### src/rtl/branch_target_predictor.sv
// Direct-mapped branch target buffer with per-entry saturating direction
// counters. IF looks up the fetch PC combinationally; ID writes resolved
// outcomes through a single-cycle update port. Two saturating statistics
// counters track accepted updates and reported mispredictions.
module branch_target_predictor #(
    parameter int PC_W    = 16,
    parameter int ENTRIES = 16,
    parameter int CTR_W   = 2,
    parameter int STAT_W  = 16
) (
    input  logic              clk,
    input  logic              rst,
    input  logic [PC_W-1:0]   lookup_pc,
    output logic              pred_hit,
    output logic              pred_taken,
    output logic [PC_W-1:0]   pred_target,
    input  logic              upd_valid,
    input  logic [PC_W-1:0]   upd_pc,
    input  logic              upd_taken,
    input  logic [PC_W-1:0]   upd_target,
    input  logic              upd_mispredict,
    input  logic              inv_all,
    output logic [STAT_W-1:0] stat_updates,
    output logic [STAT_W-1:0] stat_mispred
);

    localparam int IDX_W = $clog2(ENTRIES);
    localparam int TAG_W = PC_W - IDX_W;

    localparam logic [CTR_W-1:0]  CTR_MAX  = {CTR_W{1'b1}};
    localparam logic [CTR_W-1:0]  CTR_WEAK = CTR_W'(1) << (CTR_W - 1);
    localparam logic [STAT_W-1:0] STAT_MAX = {STAT_W{1'b1}};

    // Entry storage
    logic [ENTRIES-1:0] valid_q,  valid_d;
    logic [TAG_W-1:0]   tag_q    [ENTRIES];
    logic [TAG_W-1:0]   tag_d    [ENTRIES];
    logic [PC_W-1:0]    target_q [ENTRIES];
    logic [PC_W-1:0]    target_d [ENTRIES];
    logic [CTR_W-1:0]   ctr_q    [ENTRIES];
    logic [CTR_W-1:0]   ctr_d    [ENTRIES];

    logic [STAT_W-1:0]  stat_upd_q, stat_upd_d;
    logic [STAT_W-1:0]  stat_mis_q, stat_mis_d;

    // Address split for both ports
    logic [IDX_W-1:0] lk_idx_s, up_idx_s;
    logic [TAG_W-1:0] lk_tag_s, up_tag_s;
    logic             up_hit_s;

    assign lk_idx_s = lookup_pc[IDX_W-1:0];
    assign lk_tag_s = lookup_pc[PC_W-1:IDX_W];
    assign up_idx_s = upd_pc[IDX_W-1:0];
    assign up_tag_s = upd_pc[PC_W-1:IDX_W];
    assign up_hit_s = valid_q[up_idx_s] && (tag_q[up_idx_s] == up_tag_s);

    // Lookup: reads only registered state, so a same-cycle update is not visible
    always_comb begin
        pred_hit    = 1'b0;
        pred_taken  = 1'b0;
        pred_target = lookup_pc + PC_W'(1);
        if (valid_q[lk_idx_s] && (tag_q[lk_idx_s] == lk_tag_s)) begin
            pred_hit   = 1'b1;
            pred_taken = ctr_q[lk_idx_s][CTR_W-1];
            if (ctr_q[lk_idx_s][CTR_W-1]) begin
                pred_target = target_q[lk_idx_s];
            end else begin
                pred_target = lookup_pc + PC_W'(1);
            end
        end else begin
            pred_hit = 1'b0;
        end
    end

    // Entry next-state: invalidate-all beats a simultaneous update
    always_comb begin
        valid_d  = valid_q;
        tag_d    = tag_q;
        target_d = target_q;
        ctr_d    = ctr_q;
        if (inv_all) begin
            valid_d = '0;
        end else if (upd_valid) begin
            if (up_hit_s) begin
                if (upd_taken) begin
                    target_d[up_idx_s] = upd_target;
                    if (ctr_q[up_idx_s] != CTR_MAX) begin
                        ctr_d[up_idx_s] = ctr_q[up_idx_s] + CTR_W'(1);
                    end else begin
                        ctr_d[up_idx_s] = ctr_q[up_idx_s];
                    end
                end else begin
                    if (ctr_q[up_idx_s] != '0) begin
                        ctr_d[up_idx_s] = ctr_q[up_idx_s] - CTR_W'(1);
                    end else begin
                        ctr_d[up_idx_s] = ctr_q[up_idx_s];
                    end
                end
            end else if (upd_taken) begin
                // Allocate on a taken miss, evicting whatever aliased here
                valid_d[up_idx_s]  = 1'b1;
                tag_d[up_idx_s]    = up_tag_s;
                target_d[up_idx_s] = upd_target;
                ctr_d[up_idx_s]    = CTR_WEAK;
            end else begin
                valid_d = valid_q;
            end
        end else begin
            valid_d = valid_q;
        end
    end

    // Statistics next-state: saturating, mispredict qualified by upd_valid
    always_comb begin
        stat_upd_d = stat_upd_q;
        stat_mis_d = stat_mis_q;
        if (upd_valid && (stat_upd_q != STAT_MAX)) begin
            stat_upd_d = stat_upd_q + STAT_W'(1);
        end else begin
            stat_upd_d = stat_upd_q;
        end
        if (upd_valid && upd_mispredict && (stat_mis_q != STAT_MAX)) begin
            stat_mis_d = stat_mis_q + STAT_W'(1);
        end else begin
            stat_mis_d = stat_mis_q;
        end
    end

    // State registers; reset clears all learned state and statistics
    always_ff @(posedge clk) begin
        if (rst) begin
            valid_q    <= '0;
            stat_upd_q <= '0;
            stat_mis_q <= '0;
            for (int i = 0; i < ENTRIES; i++) begin
                tag_q[i]    <= '0;
                target_q[i] <= '0;
                ctr_q[i]    <= '0;
            end
        end else begin
            valid_q    <= valid_d;
            tag_q      <= tag_d;
            target_q   <= target_d;
            ctr_q      <= ctr_d;
            stat_upd_q <= stat_upd_d;
            stat_mis_q <= stat_mis_d;
        end
    end

    assign stat_updates = stat_upd_q;
    assign stat_mispred = stat_mis_q;

endmodule
### config.mk
export PLATFORM = sky130hd
export DESIGN_NAME = branch_target_predictor
export DESIGN_NICKNAME = d
export VERILOG_FILES = /design/src/rtl/branch_target_predictor.sv
export SDC_FILE = /design/constraint.sdc
export NUM_CORES = 2
export LEC_CHECK = 0
export CELL_PAD_IN_SITES_DETAIL_PLACEMENT = 1
export CELL_PAD_IN_SITES_GLOBAL_PLACEMENT = 1
export CORE_ASPECT_RATIO = 0.7
export CORE_MARGIN = 8
export CORE_UTILIZATION = 48
export CTS_CLUSTER_SIZE = 40
export DETAILED_ROUTE_END_ITERATION = 8
export PLACE_DENSITY = 0.9
export SYNTH_ARGS = -nofsm -noshare
export SYNTH_HDL_FRONTEND = slang
export SYNTH_SLANG_ARGS = --single-unit
### constraint.sdc
create_clock -name clk -period 5.1 [get_ports clk]
set_clock_uncertainty 0.2 [all_clocks]
set_input_delay 1.02 -clock clk [delete_from_list [all_inputs] [get_ports clk]]
set_output_delay 1.02 -clock clk [all_outputs]
set_load 0.01 [all_outputs]
==> flow_metrics.tcl <==
set metrics [dict create \
    gp_congestion 0.9120 \
    drc 0 \
    grt_overflow_total 0 \
    fin_crit_sh_pct 100.4 \
    ir_drop_mv 0.2341 \
    cts.sinks 528 \
    synth.distinct_cells 63 \
    worst_pin_slew_ns 1.201 \
    wl_um 116300 \
    htree_levels 2 \
    die_y_um 214.0 \
    critPathKind "in -> out" \
    rsz0062_at_grt "true" \
    maxCapViolations 0 \
    grt_pass1_vias 26456 \
    drtPass1Iterations 8 \
    worst_setup_path_end_kind "primary output" \
    async_flop_share_pct 0 \
    timing.final.ws_setup_ns -0.01860 \
    drt-initial-drc-count 3534 \
    synth-edff-count 0 \
    violations "negative setup slack" \
    cp-start-kind "primary input" \
    syn_nets 2848 \
    grt_start_max_net_pins 217 \
    slew_headroom_pct 19.77 \
    root_buffer "clkbuf_16" \
    drive_gt1_share_pct 18.88 \
    fill_cells 5957 \
    wl_per_cell_um 32.03 \
    post-route-util_pct 56.36 \
    dieArea_sq_um 63930 \
    drv_slew 0 \
    synth_cells 2789 \
    grtUsageTotal_pct 34.01 \
    viasPerCell 6.914 \
    hpwl_um 69040 \
    fmax_mhz 195.4 \
    pwr_density_cell_nw_per_um2 302.4 \
    insertion_delay_ns 0.66 \
    ys.flop_type "dfxtp_1" \
    syn2layout_area_growth_pct 16.00 \
    yosysMostFrequentCell "nand2_1" \
    p_total_uw 9426 \
    yosys.area.top_type "dfxtp_1" \
    cp_max_fo 7 \
    port_buffers 103 \
    outcome "finished with violations" \
    syn_area_per_cell_sq_um 9.635 \
    worst_ep_arrival_time_ns 3.90 \
    syn-cell-area_sq_um 26870 \
    rows 72 \
    io_pins 104 \
    die_width_um 298.8 \
    min_path_type "reg -> reg" \
    nets 2905 \
    fin_cells 3632 \
    ctsHoldBuffers 0 \
    vias 25112 \
    ant_nets 0 \
    dp.cells 3509 \
    dp_slack_ns -0.4330 \
    tritoncts "yes" \
    clk_pin_slew_ns 0.06 \
    yosysSeqAreaShare_pct 39.34 \
    synthTopCellsByCount "nand2_1, dfxtp_1, a21oi_1" \
    report.final.hold_viol_count 0 \
    synth_warnings 0 \
    leakage_uw 0.01177 \
    cts_buffers 52 \
    initial_utilization_pct 48.58 \
    min_period_ns 5.119 \
    grt_first_pass_wirelength_um 168700 \
    core_sq_um 55310 \
    cp_data_required_time_ns 3.88 \
    grt_antenna_before_repair 12 \
    ys_ff_latch 528 \
    yosysTopAreaCellShare_pct 39.34 \
    setup-violations-final 1 \
    clock_path_buffers 3 \
    synth_area_leaders "dfxtp_1, mux4_2, mux2i_1, nand2_1, nand2b_1" \
]
==> final timing paths <==
| path | slack, ns | depth (start not counted) | start | end |
|---|---|---|---|---|
| setup reg to reg | 1.14 | 9 | tag_q[63]$_SDFFE_PP0P_ | tag_q[166]$_SDFFE_PP0P_ |
| hold / removal | 0.25 | 2 | target_q[4]$_SDFFE_PP0P_ | target_q[4]$_SDFFE_PP0P_ |
| setup / recovery | -0.02 | 18 | lookup_pc[0] | pred_taken |
| hold reg to reg | 0.25 | 2 | target_q[4]$_SDFFE_PP0P_ | target_q[4]$_SDFFE_PP0P_ |
==> final cells by class <==
class,instances,area [sq um],share of cell area (%)
multi-input combinational,1995,15270,48.98
clock buffer,68,1431,4.592
timing repair buffer,255,2406,7.719
inverter,14,52.55,0.1686
tap,740,925.9,2.970
antenna,5,12.51,0.04014
clock inverter,27,506.7,1.626
sequential,528,10570,33.91
==> critical path, stage by stage <==
cell	delay, ns
clkbuf_16	0.16
buf_12	0.15
mux4_2	0.55
mux2i_4	0.21
mux2i_4	0.15
xor2_2	0.17
nor2_2	0.18
buf_4	0.14
buf_4	0.10
buf_4	0.10
buf_4	0.10
buf_4	0.09
buf_4	0.10
buf_4	0.11
nand3_4	0.10
nor4_4	0.17
buf_4	0.19
buf_6	0.10
==> logic make-up (layout without fill, tap and decap cells) <==
| family | Yosys count | in the layout | synth area share, % |
|---|---|---|---|
| AND/OR/NAND/NOR | 1060 | 1060 | 18.54 |
| AO/OA/AOI/OAI | 410 | 410 | 8.837 |
| adder cells (fa/ha/maj) | 5 | 5 | 0.2328 |
| multiplexers | 457 | 457 | 26.34 |
| other | 0 | 5 | 0 |
| XOR/XNOR | 63 | 63 | 2.053 |
| flip-flops | 528 | 528 | 39.34 |
| buffers and inverters | 266 | 364 | 4.665 |
==> layout by cell type, fill, tap and decap left out, drive strengths merged, types with 11 or more instances in the layout <==
| master | netlist | routed |
|---|---|---|
| a21oi | 298 | 298 |
| clkinv | 0 | 11 |
| xnor2 | 32 | 32 |
| mux2i | 239 | 239 |
| clkbuf | 172 | 71 |
| clkdlybuf4s50 | 0 | 77 |
| or3 | 11 | 11 |
| mux2 | 20 | 20 |
| inv | 14 | 14 |
| a31oi | 34 | 34 |
| nand4 | 26 | 26 |
| o211ai | 12 | 12 |
| dfxtp | 528 | 528 |
| nand2b | 244 | 244 |
| o21ai | 15 | 15 |
| nor3 | 13 | 13 |
| o31ai | 16 | 16 |
| mux4 | 198 | 198 |
| nor2b | 14 | 14 |
| nand3 | 27 | 27 |
| buf | 80 | 174 |
| nor2 | 115 | 115 |
| bufinv | 0 | 12 |
| xor2 | 31 | 31 |
| nand2 | 580 | 580 |
==> through the flow <==
step           cell area [sq um]  hold WS, ns   TNS, ns
2_1_floorplan              26870       0.2331         0
3_3_place_gp               28770       0.2378    -5.282
3_5_place_dp               28770       0.2458    -7.091
4_1_cts                    30940       0.2567         0
5_1_grt                    31160       0.2750   -0.4249
6_report                   31170       0.2549  -0.01860
==> flip-flops by register name, summed over array words and instances (netlist names) <==
register,count
target_q,256
valid_q,16
tag_q,192
stat_mispred,16
ctr_q,32
stat_updates,16
==> where the power goes <==
part	leakage, uW	switching, uW	internal (uW)
registers	0.00425	20.4	4140
logic	0.00659	468	284
clock network	0.000933	1910	2600
total	0.0118	2400	7030
==> routing by layer <==
layer  track usage, %  part of all wire [%]  wire, um  vias to the layer above
met2            52.44                    44     50610                     2217
met4            19.58                   7.3      8491                       14
met3            12.72                    14     16580                      735
li1                 -                     -         -                     9847
met5           0.6140                  0.12       138                        -
met1            40.56                    35     40510                    12299
==> what timing repair did <==
action / CTS / global route
pin swaps: 6 / 11
resized for setup: 96 / 39
endpoints found under the setup margin: 18 / 18
cloned: 3 / 1
setup buffers: 13 / 9
Note: power is estimated with default switching activity, not from simulation.
